[config.mk]
export PLATFORM = sky130hd
export DESIGN_NAME = tlb_entry_cache
export DESIGN_NICKNAME = d
export VERILOG_FILES = /design/src/rtl/tlb_entry_cache.sv
export SDC_FILE = /design/constraint.sdc
export NUM_CORES = 1
export LEC_CHECK = 0
export BUFFER_PORTS_ARGS = -buffer_cell sky130_fd_sc_hd__buf_2
export CAP_MARGIN = 10
export CORE_ASPECT_RATIO = 1.2
export CORE_UTILIZATION = 55
export DETAILED_ROUTE_END_ITERATION = 10
export PLACE_DENSITY = 0.73
export SYNTH_ARGS = -nofsm -noshare
export SYNTH_HDL_FRONTEND = slang
export SYNTH_SLANG_ARGS = --single-unit
[constraint.sdc]
create_clock -name clock -period 8.65 [get_ports clock]
set_clock_uncertainty 0.05 [all_clocks]
set_input_delay 0.865 -clock clock [delete_from_list [all_inputs] [get_ports clock]]
set_output_delay 0.865 -clock clock [all_outputs]
set_load 0.1 [all_outputs]
[src/rtl/tlb_entry_cache.sv]
// tlb_entry_cache: fully-associative leaf translation store feeding the TLB
// entry-data barrier. PTW refills write entries, lookups answer one cycle
// later with registered PPN and permission/fault flags, sfence invalidates
// either everything or a single VPN.
module tlb_entry_cache #(
  parameter int ENTRIES  = 8,
  parameter int VPN_BITS = 27,
  parameter int PPN_BITS = 21
) (
  input  logic                clock,
  input  logic                reset,
  input  logic                io_req_valid,
  input  logic [VPN_BITS-1:0] io_req_vpn,
  output logic                io_resp_valid,
  output logic                io_resp_hit,
  output logic [PPN_BITS-1:0] io_resp_ppn,
  output logic                io_resp_u,
  output logic                io_resp_ae_ptw,
  output logic                io_resp_ae_final,
  output logic                io_resp_pf,
  output logic                io_resp_gf,
  output logic                io_resp_sx,
  output logic                io_resp_px,
  input  logic                io_refill_valid,
  input  logic [VPN_BITS-1:0] io_refill_vpn,
  input  logic [PPN_BITS-1:0] io_refill_ppn,
  input  logic                io_refill_u,
  input  logic                io_refill_ae_ptw,
  input  logic                io_refill_ae_final,
  input  logic                io_refill_pf,
  input  logic                io_refill_gf,
  input  logic                io_refill_sx,
  input  logic                io_refill_px,
  input  logic                io_sfence_valid,
  input  logic                io_sfence_rs1,
  input  logic [VPN_BITS-1:0] io_sfence_vpn,
  output logic                io_full
);
  localparam int IDX_W = (ENTRIES > 1) ? $clog2(ENTRIES) : 1;

  // Flags packed as {u, ae_ptw, ae_final, pf, gf, sx, px}.
  logic [ENTRIES-1:0]  valid;
  logic [VPN_BITS-1:0] tag_q   [ENTRIES];
  logic [PPN_BITS-1:0] ppn_q   [ENTRIES];
  logic [6:0]          flags_q [ENTRIES];
  logic [IDX_W-1:0]    rr;

  logic                req_hit;
  logic [PPN_BITS-1:0] hit_ppn;
  logic [6:0]          hit_flags;
  logic                refill_hit;
  logic [IDX_W-1:0]    refill_idx;
  logic                free_found;
  logic [IDX_W-1:0]    free_idx;
  logic [IDX_W-1:0]    victim;
  logic [ENTRIES-1:0]  sfence_match;
  logic                refill_en;
  logic [6:0]          refill_flags;

  logic                resp_valid_q;
  logic                resp_hit_q;
  logic [PPN_BITS-1:0] resp_ppn_q;
  logic [6:0]          resp_flags_q;

  assign refill_en    = io_refill_valid && !io_sfence_valid;
  assign refill_flags = {io_refill_u, io_refill_ae_ptw, io_refill_ae_final,
                         io_refill_pf, io_refill_gf, io_refill_sx, io_refill_px};
  assign io_full      = &valid;

  // Associative match for lookup, refill and sfence; hit data is OR-reduced
  // since at most one entry can match a VPN.
  always_comb begin
    req_hit      = 1'b0;
    hit_ppn      = '0;
    hit_flags    = '0;
    refill_hit   = 1'b0;
    refill_idx   = '0;
    free_found   = 1'b0;
    free_idx     = '0;
    sfence_match = '0;
    for (int unsigned i = 0; i < ENTRIES; i++) begin
      if (valid[i] && (tag_q[i] == io_req_vpn)) begin
        req_hit   = 1'b1;
        hit_ppn   = hit_ppn | ppn_q[i];
        hit_flags = hit_flags | flags_q[i];
      end
      if (valid[i] && (tag_q[i] == io_refill_vpn)) begin
        refill_hit = 1'b1;
        refill_idx = i[IDX_W-1:0];
      end
      if (!valid[i] && !free_found) begin
        free_found = 1'b1;
        free_idx   = i[IDX_W-1:0];
      end
      sfence_match[i] = valid[i] && (tag_q[i] == io_sfence_vpn);
    end
    if (refill_hit)
      victim = refill_idx;
    else if (free_found)
      victim = free_idx;
    else
      victim = rr;
  end

  // Valid bits and round-robin pointer; sfence takes priority over refill.
  always_ff @(posedge clock) begin
    if (reset) begin
      valid <= '0;
      rr    <= '0;
    end else if (io_sfence_valid) begin
      if (io_sfence_rs1)
        valid <= valid & ~sfence_match;
      else
        valid <= '0;
    end else if (io_refill_valid) begin
      valid[victim] <= 1'b1;
      if (!refill_hit && !free_found)
        rr <= rr + 1'b1;
    end
  end

  // Entry payload storage; contents are don't-care while invalid.
  always_ff @(posedge clock) begin
    if (!reset && refill_en) begin
      tag_q[victim]   <= io_refill_vpn;
      ppn_q[victim]   <= io_refill_ppn;
      flags_q[victim] <= refill_flags;
    end
  end

  // Registered lookup response; data forced to zero unless a valid hit.
  always_ff @(posedge clock) begin
    if (reset) begin
      resp_valid_q <= 1'b0;
      resp_hit_q   <= 1'b0;
      resp_ppn_q   <= '0;
      resp_flags_q <= '0;
    end else begin
      resp_valid_q <= io_req_valid;
      resp_hit_q   <= io_req_valid && req_hit;
      resp_ppn_q   <= (io_req_valid && req_hit) ? hit_ppn : '0;
      resp_flags_q <= (io_req_valid && req_hit) ? hit_flags : '0;
    end
  end

  assign io_resp_valid    = resp_valid_q;
  assign io_resp_hit      = resp_hit_q;
  assign io_resp_ppn      = resp_ppn_q;
  assign io_resp_u        = resp_flags_q[6];
  assign io_resp_ae_ptw   = resp_flags_q[5];
  assign io_resp_ae_final = resp_flags_q[4];
  assign io_resp_pf       = resp_flags_q[3];
  assign io_resp_gf       = resp_flags_q[2];
  assign io_resp_sx       = resp_flags_q[1];
  assign io_resp_px       = resp_flags_q[0];
endmodule

==> impl_metrics.toml <==
[synth]
synth-simple-area-share_pct = 7.42
yosys.area_share.adder_pct = 0.0532
synth_fp_nets = 1830
muxShareOfSynthArea_pct = 0.0426
synth_top_family_by_area = "XOR/XNOR gates"
synth_area_um2 = 23500
synth_compound_area_share_pct = 6.36
syn_avg_cell_area_um2 = 13.7
async_reset_ff_share_pct = 0
yosysUniqueCellTypes = 59
synth_xor_xnor_area_share_pct = 24.1
synth_cells = 1714
synth_edf_count = 440
ys_seq_elements = 481
synth_ff_type = "edfxtp_1"
synth_warnings = 0
yosysSeqAreaShare_pct = 59.7

[critical_path]
cp.arrival_ns = 5.37
crit_path_cell_trace = "buf_2 -> xor2_1 -> nor4_1 -> nand4_1 -> nand4_1 -> o21bai_2 -> or3_1 -> nor2_4 -> buf_4"
crit_family = "simple AND/OR/NAND/NOR gates"
cp_max_fo = 39
slowest_delay_ns = 0.73
crit_buf_inv = 2
crit_required_ns = 8.82
cp_common_cell = "nand4_1"
critPathKind = "in -> reg"
cpMaxStageDelayCell = "xor2_1"
cp-end-kind = "flop"
cp-start-kind = "input pin"

[routing]
drtPass1Iterations = 5
dr_total_vias = 16500
first_iter_violations = 2222
routed_wl_mm = 97.1
ant_nets = 0
routedWlPerCell_um = 40.4
routed_via_density = 6.85
drc_errors = 0

[sta]
final-setup-viol-count = 0
finalCritPeriodShare_pct = 60.1
maxSlewViolCount = 0
rsz0062_at_grt = "false"
setup_ws_ns = 3.45
setup_tns_ns = 0
fmax_ghz = 0.192
tightest_slew_ns = 1.34
relSlewSlack_pct = 9.85
hold_viol = 0
min_period_ns = 5.20

[clock_network]
cts_tree = "built"
cts_hold_buf = 0
clkTransAtPathRegs_ns = 0.07
numCtsBuffers = 47
ctsResizeCount = 0
post_cts_buffers = 0
htreeDepth = 2
clockBufferDepth = 3
clock_sinks = 481
cts_root_buffer = "clkbuf_16"
clk_latency_ns = 0.60

[cells_and_area]
finalNetCount = 1935
layout-drive-gt1-share_pct = 14.8
area_delta_synth_final_pct = 11.5
post-route-util_pct = 62.5
layout_commonest_cell = "edfxtp_1"
final_cell_mix = "edfxtp_1, xnor2_1, xor2_1"

[job]
drv_cap = 0

[die]
die_width_um = 191
dieArea_um2 = 43600
coreArea_um2 = 42000
die_y_um = 229
rows = 82
pin_count = 146
start_util_pct = 56.0

[min_path]
hold_class = "reg -> reg"

[status]
status = "finished, final reports clean"

[global_routing]
grt_pass1_wl_mm = 131
antenna_found_initial = 2
grt-ovfl-total = 0
grt_util_all_layers_pct = 44.9
grt_max_degree = 56
grt_pass1_vias = 16100

[power_and_ir_drop]
leakage_nw = 8.26
power_density_nw_per_um2 = 192
peakVddDrop_v = 0.000221

[place]
port_buffers = 145
dp_hpwl_mm = 68.5
gp_congestion = 1.13
place_ws_ns = 3.17
where the power goes:
| part | switching (mW) | total, mW | internal, mW |
|---|---|---|---|
| Combinational | 0.312 | 0.428 | 0.117 |
| Clock | 0.919 | 2.05 | 1.13 |
| Sequential | 0.00968 | 2.56 | 2.55 |
synthesized netlist by cell type, types with 13 or more instances:
library cell,n,area (um^2)
xor2_1,278,2430
buf_2,27,135
a31oi_1,28,175
edfxtp_1,440,13200
nand2_1,13,48.8
dfxtp_1,41,821
a22oi_1,57,428
nor4_1,88,551
xnor2_1,370,3240
a22o_1,28,245
nand4_1,122,763
a221oi_1,28,245
clkbuf_1,69,259
tightest hold or removal path, cell delays in order, from the launching register on:
cell and delay [ns]:
edfxtp_1 0.32, a22oi_1 0.06, a31oi_1 0.12
state kept, by name, indices dropped and copies added (netlist names):
name and flops:
flags_q 56, io_resp_hit 1, io_resp_ppn 21, io_resp_valid 1, ppn_q 168, resp_flags_q 7, rr 3, tag_q 216
valid 8
logic make-up (layout without fill, tap and decap cells):
logic type,Yosys count,count (layout)
AO/OA/AOI/OAI,183,183
buffers and inverters,121,263
multiplexers,1,1
XOR/XNOR,648,648
other,0,2
flip-flops,481,481
AND/OR/NAND/NOR,279,279
adder cells (fa/ha/maj),1,1
layout make-up:
| class | instances | area, um^2 |
|---|---|---|
| Sequential cell | 481 | 14000 |
| Fill cell | 3114 | 15700 |
| Inverter | 10 | 37.5 |
| Timing Repair Buffer | 167 | 891 |
| Tap cell | 546 | 683 |
| Clock buffer | 63 | 1310 |
| Clock inverter | 23 | 214 |
| Antenna cell | 2 | 5.00 |
| Multi-Input combinational cell | 1112 | 9040 |
stage by stage:
stage | instances | total power, mW | hold WS [ns] | area (um^2)
after floorplan | 1714 | 2.82 | 0.435 | 23500
after global placement | 2315 | 3.01 | 0.463 | 24700
after detailed placement | 2315 | 3.01 | 0.475 | 24700
after CTS | 2401 | 5.02 | 0.477 | 26200
after global routing | 2402 | 5.11 | 0.485 | 26200
final | 2404 | 5.04 | 0.487 | 26200
routing by layer:
| layer | share of wire (%) | up-vias | global-route usage [%] |
|---|---|---|---|
| li1 | - | 6606 | - |
| met1 | 34 | 8166 | 54.0 |
| met2 | 47 | 1351 | 70.6 |
| met3 | 9.7 | 344 | 8.41 |
| met4 | 9.7 | 0 | 35.6 |
| met5 | 0 | - | 0 |
worst paths after layout:
check / cells after the start / from / slack [ns] / to
worst min register to register: 2 / ppn_q[5][5] / 0.49 / io_resp_ppn[5]
worst max-delay path: 9 / io_refill_vpn[1] / 3.45 / tag_q[3][16]
worst max register to register: 9 / tag_q[2][5] / 3.64 / tag_q[3][16]
worst min-delay path: 2 / ppn_q[5][5] / 0.49 / io_resp_ppn[5]
No activity file was read; power rests on OpenSTA's default activity.
